===== src/rtl/sar_host_pkg.sv =====
// Shared widths, FIFO geometry and FSM state encoding for the SAR host sequencer.
package sar_host_pkg;

    localparam int unsigned SAR_DATA_W = 3;
    localparam int unsigned FIFO_DEPTH = 4;
    localparam int unsigned FIFO_AW    = 2;

    typedef enum logic [2:0] {
        sIdle     = 3'd0,
        sWaitTick = 3'd1,
        sStart    = 3'd2,
        sBusy     = 3'd3,
        sCapture  = 3'd4
    } state_e;

endpackage


===== src/rtl/sar_result_fifo.sv =====
// Four-entry show-ahead result FIFO; the head is registered so it holds its
// last value once the FIFO drains.
module sar_result_fifo
    import sar_host_pkg::*;
(
    input  logic                  clock,
    input  logic                  reset,
    input  logic                  push,
    input  logic [SAR_DATA_W-1:0] wr_data,
    input  logic                  pop,
    output logic [SAR_DATA_W-1:0] rd_data,
    output logic                  empty,
    output logic                  full,
    output logic                  push_ok
);

    logic [SAR_DATA_W-1:0] mem_q [FIFO_DEPTH];
    logic [FIFO_AW-1:0]    wr_ptr_q, rd_ptr_q, rd_ptr_n;
    logic [FIFO_AW:0]      count_q, count_d;
    logic [SAR_DATA_W-1:0] rd_data_q, rd_data_d;
    logic                  pop_ok;

    assign empty   = (count_q == '0);
    // Depth is a power of two, so the count MSB alone marks full.
    assign full    = count_q[FIFO_AW];
    assign push_ok = push && (!full || pop);
    assign pop_ok  = pop && !empty;
    assign rd_data = rd_data_q;

    always_comb begin
        rd_ptr_n  = rd_ptr_q + {{(FIFO_AW-1){1'b0}}, pop_ok};
        count_d   = count_q + {{FIFO_AW{1'b0}}, push_ok} - {{FIFO_AW{1'b0}}, pop_ok};
        rd_data_d = rd_data_q;
        if (count_d != '0) begin
            // New head is the incoming word when it lands straight at the read pointer.
            if (push_ok && (rd_ptr_n == wr_ptr_q)) begin
                rd_data_d = wr_data;
            end else begin
                rd_data_d = mem_q[rd_ptr_n];
            end
        end
    end

    always_ff @(posedge clock or negedge reset) begin
        if (!reset) begin
            mem_q     <= '{default: '0};
            wr_ptr_q  <= '0;
            rd_ptr_q  <= '0;
            count_q   <= '0;
            rd_data_q <= '0;
        end else begin
            if (push_ok) begin
                mem_q[wr_ptr_q] <= wr_data;
                wr_ptr_q        <= wr_ptr_q + 1'b1;
            end
            rd_ptr_q  <= rd_ptr_n;
            count_q   <= count_d;
            rd_data_q <= rd_data_d;
        end
    end

endmodule


===== src/rtl/sar_conv_host.sv =====
// Host sequencer for the SAR controller: periodic start requests, handshake
// tracking with a per-phase watchdog, and result capture into a FIFO.
module sar_conv_host
    import sar_host_pkg::*;
#(
    parameter int unsigned PERIOD  = 32,
    parameter int unsigned TIMEOUT = 31
) (
    input  logic                  clock,
    input  logic                  reset,
    input  logic                  enable,
    input  logic                  clearErr,
    input  logic                  nEndCnv,
    input  logic [SAR_DATA_W-1:0] dataIn,
    output logic                  nStartCnv,
    input  logic                  rdEn,
    output logic [SAR_DATA_W-1:0] rdData,
    output logic                  empty,
    output logic                  full,
    output logic                  overflow,
    output logic                  timeoutErr,
    output logic [7:0]            convCount,
    output logic [2:0]            stateOut
);

    localparam logic [7:0] TickLast = 8'(PERIOD - 1);
    localparam logic [7:0] WdogLast = 8'(TIMEOUT - 1);

    state_e     state_q, state_d;
    logic [7:0] tick_q, tick_d;
    logic       tick;
    logic       pend_q, pend_d, pend_clr;
    logic [7:0] wdog_q, wdog_d;
    logic       nstart_q, nstart_d;
    logic       nend_prev_q;
    logic [7:0] conv_cnt_q, conv_cnt_d;
    logic       ovf_q, ovf_d;
    logic       tmo_q, tmo_d, tmo_set;
    logic       push, push_ok;

    always_comb begin
        tick   = enable && (tick_q == TickLast);
        tick_d = (enable && !tick) ? tick_q + 8'd1 : 8'd0;
    end

    always_comb begin
        state_d  = state_q;
        nstart_d = nstart_q;
        wdog_d   = wdog_q;
        pend_clr = 1'b0;
        tmo_set  = 1'b0;
        push     = 1'b0;
        unique case (state_q)
            sIdle: begin
                nstart_d = 1'b1;
                if (enable) begin
                    state_d = sWaitTick;
                end
            end
            sWaitTick: begin
                if (!enable) begin
                    pend_clr = 1'b1;
                    state_d  = sIdle;
                end else if (pend_q) begin
                    pend_clr = 1'b1;
                    nstart_d = 1'b0;
                    wdog_d   = '0;
                    state_d  = sStart;
                end
            end
            sStart: begin
                wdog_d = wdog_q + 8'd1;
                if (nEndCnv) begin
                    // Release the request before the controller can rearm.
                    nstart_d = 1'b1;
                    wdog_d   = '0;
                    state_d  = sBusy;
                end else if (wdog_q == WdogLast) begin
                    tmo_set  = 1'b1;
                    nstart_d = 1'b1;
                    state_d  = sWaitTick;
                end
            end
            sBusy: begin
                wdog_d = wdog_q + 8'd1;
                if (nend_prev_q && !nEndCnv) begin
                    state_d = sCapture;
                end else if (wdog_q == WdogLast) begin
                    tmo_set = 1'b1;
                    state_d = sWaitTick;
                end
            end
            sCapture: begin
                push    = 1'b1;
                state_d = sWaitTick;
            end
            default: begin
                nstart_d = 1'b1;
                state_d  = sIdle;
            end
        endcase
    end

    // Set events take priority over a coincident clear.
    always_comb begin
        pend_d     = tick | (pend_q & ~pend_clr);
        conv_cnt_d = push ? conv_cnt_q + 8'd1 : conv_cnt_q;
        ovf_d      = (push & ~push_ok) | (ovf_q & ~clearErr);
        tmo_d      = tmo_set | (tmo_q & ~clearErr);
    end

    always_ff @(posedge clock or negedge reset) begin
        if (!reset) begin
            state_q     <= sIdle;
            tick_q      <= '0;
            pend_q      <= 1'b0;
            wdog_q      <= '0;
            nstart_q    <= 1'b1;
            nend_prev_q <= 1'b0;
            conv_cnt_q  <= '0;
            ovf_q       <= 1'b0;
            tmo_q       <= 1'b0;
        end else begin
            state_q     <= state_d;
            tick_q      <= tick_d;
            pend_q      <= pend_d;
            wdog_q      <= wdog_d;
            nstart_q    <= nstart_d;
            nend_prev_q <= nEndCnv;
            conv_cnt_q  <= conv_cnt_d;
            ovf_q       <= ovf_d;
            tmo_q       <= tmo_d;
        end
    end

    sar_result_fifo u_fifo (
        .clock   (clock),
        .reset   (reset),
        .push    (push),
        .wr_data (dataIn),
        .pop     (rdEn),
        .rd_data (rdData),
        .empty   (empty),
        .full    (full),
        .push_ok (push_ok)
    );

    assign nStartCnv  = nstart_q;
    assign overflow   = ovf_q;
    assign timeoutErr = tmo_q;
    assign convCount  = conv_cnt_q;
    assign stateOut   = state_q;

endmodule

===== config.mk =====
export PLATFORM = sky130hd
export DESIGN_NAME = sar_conv_host
export DESIGN_NICKNAME = d
export VERILOG_FILES = /design/src/rtl/sar_host_pkg.sv /design/src/rtl/sar_result_fifo.sv /design/src/rtl/sar_conv_host.sv
export SDC_FILE = /design/constraint.sdc
export NUM_CORES = 1
export LEC_CHECK = 0
export ABC_CLOCK_PERIOD_IN_PS = 2700
export CAP_MARGIN = 20
export CORE_ASPECT_RATIO = 2
export CORE_MARGIN = 10
export CORE_UTILIZATION = 51
export DETAILED_ROUTE_END_ITERATION = 8
export PLACE_DENSITY = 0.74
export SETUP_SLACK_MARGIN = 0.4
export SYNTH_ARGS = -nofsm -noshare
export SYNTH_HDL_FRONTEND = slang
export SYNTH_SLANG_ARGS = --single-unit

===== constraint.sdc =====
create_clock -name clock -period 2.7 [get_ports clock]
set_clock_uncertainty 0.1 [all_clocks]
set_input_delay 0.54 -clock clock [delete_from_list [all_inputs] [get_ports clock]]
set_output_delay 0.54 -clock clock [all_outputs]
set_load 0.02 [all_outputs]

==> reports/results.txt <==
P_leak = 1.54 nW
DR iter-0 viols = 83
RSZ-0062 raised after global routing = yes
critical path's slowest cell = dfrtp_2
fin util = 63.9%
post-synthesis cell count = 231
Reg clk slew, reported paths = 0.11 ns
layout filler cell count = 403
Max clock buf depth = 2
Slew HR = 57.9%
I/O Pins = 28
fin area = 3260 µm²
sum of net half-perimeters after detailed placement = 3990 µm
Buf/Inv on CP = 2
1st-pass router iterations = 4
Worst EP required = 2.81 ns
CP endpoint kind = flip-flop
vias per cell = 5.47
setup violators final = 3
Overflow after GRT = 0
WL per Instance = 15.6 µm
share of cells above drive strength 1 = 24.0%
pwr dens = 893 nW/µm²
Syn Area/Cell = 11.4 µm²
part of the cycle the worst path needs = 101%
kind of critical path = flip-flop to flip-flop
Num CTS Buffers = 5
gr usage total = 12.5%
P&R area growth vs syn = 23.3%
Min Clock Period, post-route = 2.73 ns
Die H = 122 µm
diode count = 0
CTS tree = built
Die ar. = 8630 µm²
Syn. warnings = 0
slowest stage delay, CP = 0.44 ns
via count = 1843
Multi-input gate area = 1260 µm²
critical path fanouts, max = 3
clk root buf = clkbuf_8
Placer Congestion = 0.787
final worst setup slack = -0.0273 ns
delay-heaviest family, CP = adder cells
Mapped Nets = 252
area post-placement = 3090 µm²
initial core utilization = 51.9%
Mapped Area = 2640 µm²
status = finished, violations left
Hold Vio Cnt, Final = 0
# Max-Cap Violations = 0
die width = 70.9 µm
antenna-violating nets left = 0
HP Class = primary input to async pin
pin count of the biggest net entering global routing = 29
Setup crit start kind = flip-flop
drt drc = 0
FP Rows = 37
initial antenna violation count = 0
H-tree levels = 2
Critical Path, Cell by Cell = nor3_4 > nor2_2 > ha_1 > inv_2 > ha_4 > inv_2 > fa_2 > xnor2_2 > xnor2_2 > or3_4 > mux2_2
Max Freq = 0.367 GHz
layout net count = 299
IO buf count = 27
worst-skew pair later-pin latency = 0.31 ns
origin of the worst setup path = u_fifo.count_q[2]
violated checks = setup timing
final WL = 5250 µm
vias in the first global route = 2027
Worst Max-Slew Pin Slew = 0.632 ns
first-pass GRT wire length = 9080 µm
worst endpoint data arrival time = 2.84 ns
Max IR drop VDD = 649 µV
Clock Sink Count = 54
sequential cell area fraction in the yosys report = 51.2%
fin. max-slew vios = 0
post-synth cell types = 42
core area = 5090 µm²
FF-to-FF Start = u_fifo.count_q[2]
Reg area = 1360 µm²
FF+latch count, synth = 54
-- per-stage QoR --
stage               instances  setup TNS, ns  hold slack [ns]  power, W  setup slack [ns]
global placement          324          -1.30            0.364   0.00226            -0.432
global route              337         -0.342            0.166   0.00310            -0.116
detailed placement        324          -1.49            0.378   0.00229            -0.506
CTS                       335              0            0.154   0.00281            0.0193
floorplan                 231         -0.341            0.144   0.00187            -0.114
finish                    337        -0.0651            0.136   0.00291           -0.0273
-- final timing paths --
check                      depth (start not counted)  slack [ns]                end
max                                               11       -0.03  u_fifo.rd_data[0]
min                                                1        0.14          wdog_q[6]
max reg2reg                                       11       -0.03  u_fifo.rd_data[0]
min reg2reg                                        1        0.39       convCount[7]
max in group asynchronous                          2        1.73          nStartCnv
min in group clock                                 1        0.39       convCount[7]
-- worst reg2reg max path: stages, from the launching register on --
cell and delay, ns:
dfrtp_2 0.44, nor3_4 0.21, nor2_2 0.07, ha_1 0.30, inv_2 0.08, ha_4 0.12
inv_2 0.03, fa_2 0.34, xnor2_2 0.15, xnor2_2 0.15, or3_4 0.35, mux2_2 0.28
-- final cells by class --
| cell class | count | share of cell area (%) |
|---|---|---|
| clock inverter | 3 | 0.769 |
| clock buffer | 5 | 2.11 |
| multi-input combinational | 157 | 38.7 |
| sequential | 54 | 41.7 |
| timing repair buffer | 45 | 12.8 |
| tap | 58 | 2.23 |
| inverter | 15 | 1.73 |
-- timing repair --
action                                  in CTS  in global routing
buffers inserted                             3                  2
endpoints found under the setup margin       3                  5
pin swaps                                    1                  1
gates resized for setup                      3                  7
endpoints found under the hold margin        0                  0
hold buffers                                 0                  0
-- cells in the final DEF (no fill, tap or decap), drive strengths merged, types with 3 or more instances in the layout --
cell type / count
nand2: 20
and2: 7
o21a: 3
clkbuf: 5
ha: 11
clkdlybuf4s50: 24
a21oi: 3
mux2: 18
nand3: 5
nand2b: 4
a22o: 3
xnor2: 12
and3: 4
dfrtp: 53
xor2: 7
nor2: 15
o21ai: 11
inv: 16
nand4: 4
buf: 19
mux4: 3
-- sequential cells by signal, summed over array words and instances (netlist names) --
name / flops
pend_q: 1
wdog_q: 8
u_fifo.rd_data: 3
u_fifo.rd_ptr_q: 2
stateOut: 3
nend_prev_q: 1
tick_q: 8
nStartCnv: 1
u_fifo.count_q: 3
timeoutErr: 1
convCount: 8
overflow: 1
u_fifo.mem_q: 12
u_fifo.wr_ptr_q: 2
-- layer usage --
| layer | vias to the layer above | part of all wire [%] | wire length [µm] | track usage (%) |
|---|---|---|---|---|
| met5 | - | 0 | 0 | 0 |
| met4 | 0 | 1.6 | 82 | 5.60 |
| met3 | 8 | 3.9 | 203 | 2.77 |
| met2 | 35 | 57 | 3010 | 23.3 |
| met1 | 913 | 37 | 1950 | 12.6 |
| li1 | 887 | - | - | - |
-- kinds of logic after synthesis --
kind of cell,synth area share [%]
and+or+nand+nor,14.0
buffers and inverters,2.98
adders and majority gates,5.97
xor gates and xnor gates,7.15
DFF,51.2
AOI/OAI and AO/OA,7.72
muxes,11.0
-- power breakdown --
group / internal [W] / total, W / switching [W]
combinational: 0.000698 / 0.00130 / 0.000600
clock: 0.000188 / 0.000473 / 0.000285
sequential: 0.000994 / 0.00114 / 0.000142
-- cell usage after synthesis --
cell type	number	area share (%)
nand3_1	5	0.95
nand4_1	4	0.95
mux2i_1	2	0.76
ha_1	11	5.2
nor2_1	15	2.1
fa_1	1	0.76
and4_1	1	0.33
or3_1	1	0.24
o31ai_1	1	0.28
o22ai_1	2	0.47
clkbuf_1	2	0.28
xnor3_1	1	0.85
and2_1	7	1.7
dfrtp_1	53	50
or3b_1	1	0.33
a22o_1	3	0.99
o221ai_1	1	0.33
or2_2	2	0.47
nor4_1	1	0.24
a31o_2	1	0.33
inv_1	15	2.1
a31oi_1	2	0.47
nand2_1	20	2.8
nand2b_1	4	0.95
a21oi_4	1	0.62
nor3_1	2	0.38
a32oi_1	1	0.33
xor2_1	7	2.3
o21ai_0	11	2.1
o21a_1	3	0.85
dfstp_2	1	0.99
xnor2_1	12	4.0
buf_2	3	0.57
nor3b_1	1	0.28
nor4b_1	1	0.33
mux2_2	18	7.7
and3_1	4	0.95
nor3b_2	1	0.47
a21boi_0	2	0.57
nor2b_1	2	0.47
mux4_2	3	2.6
a21oi_1	2	0.38
No activity file was read; power rests on OpenSTA's default activity.
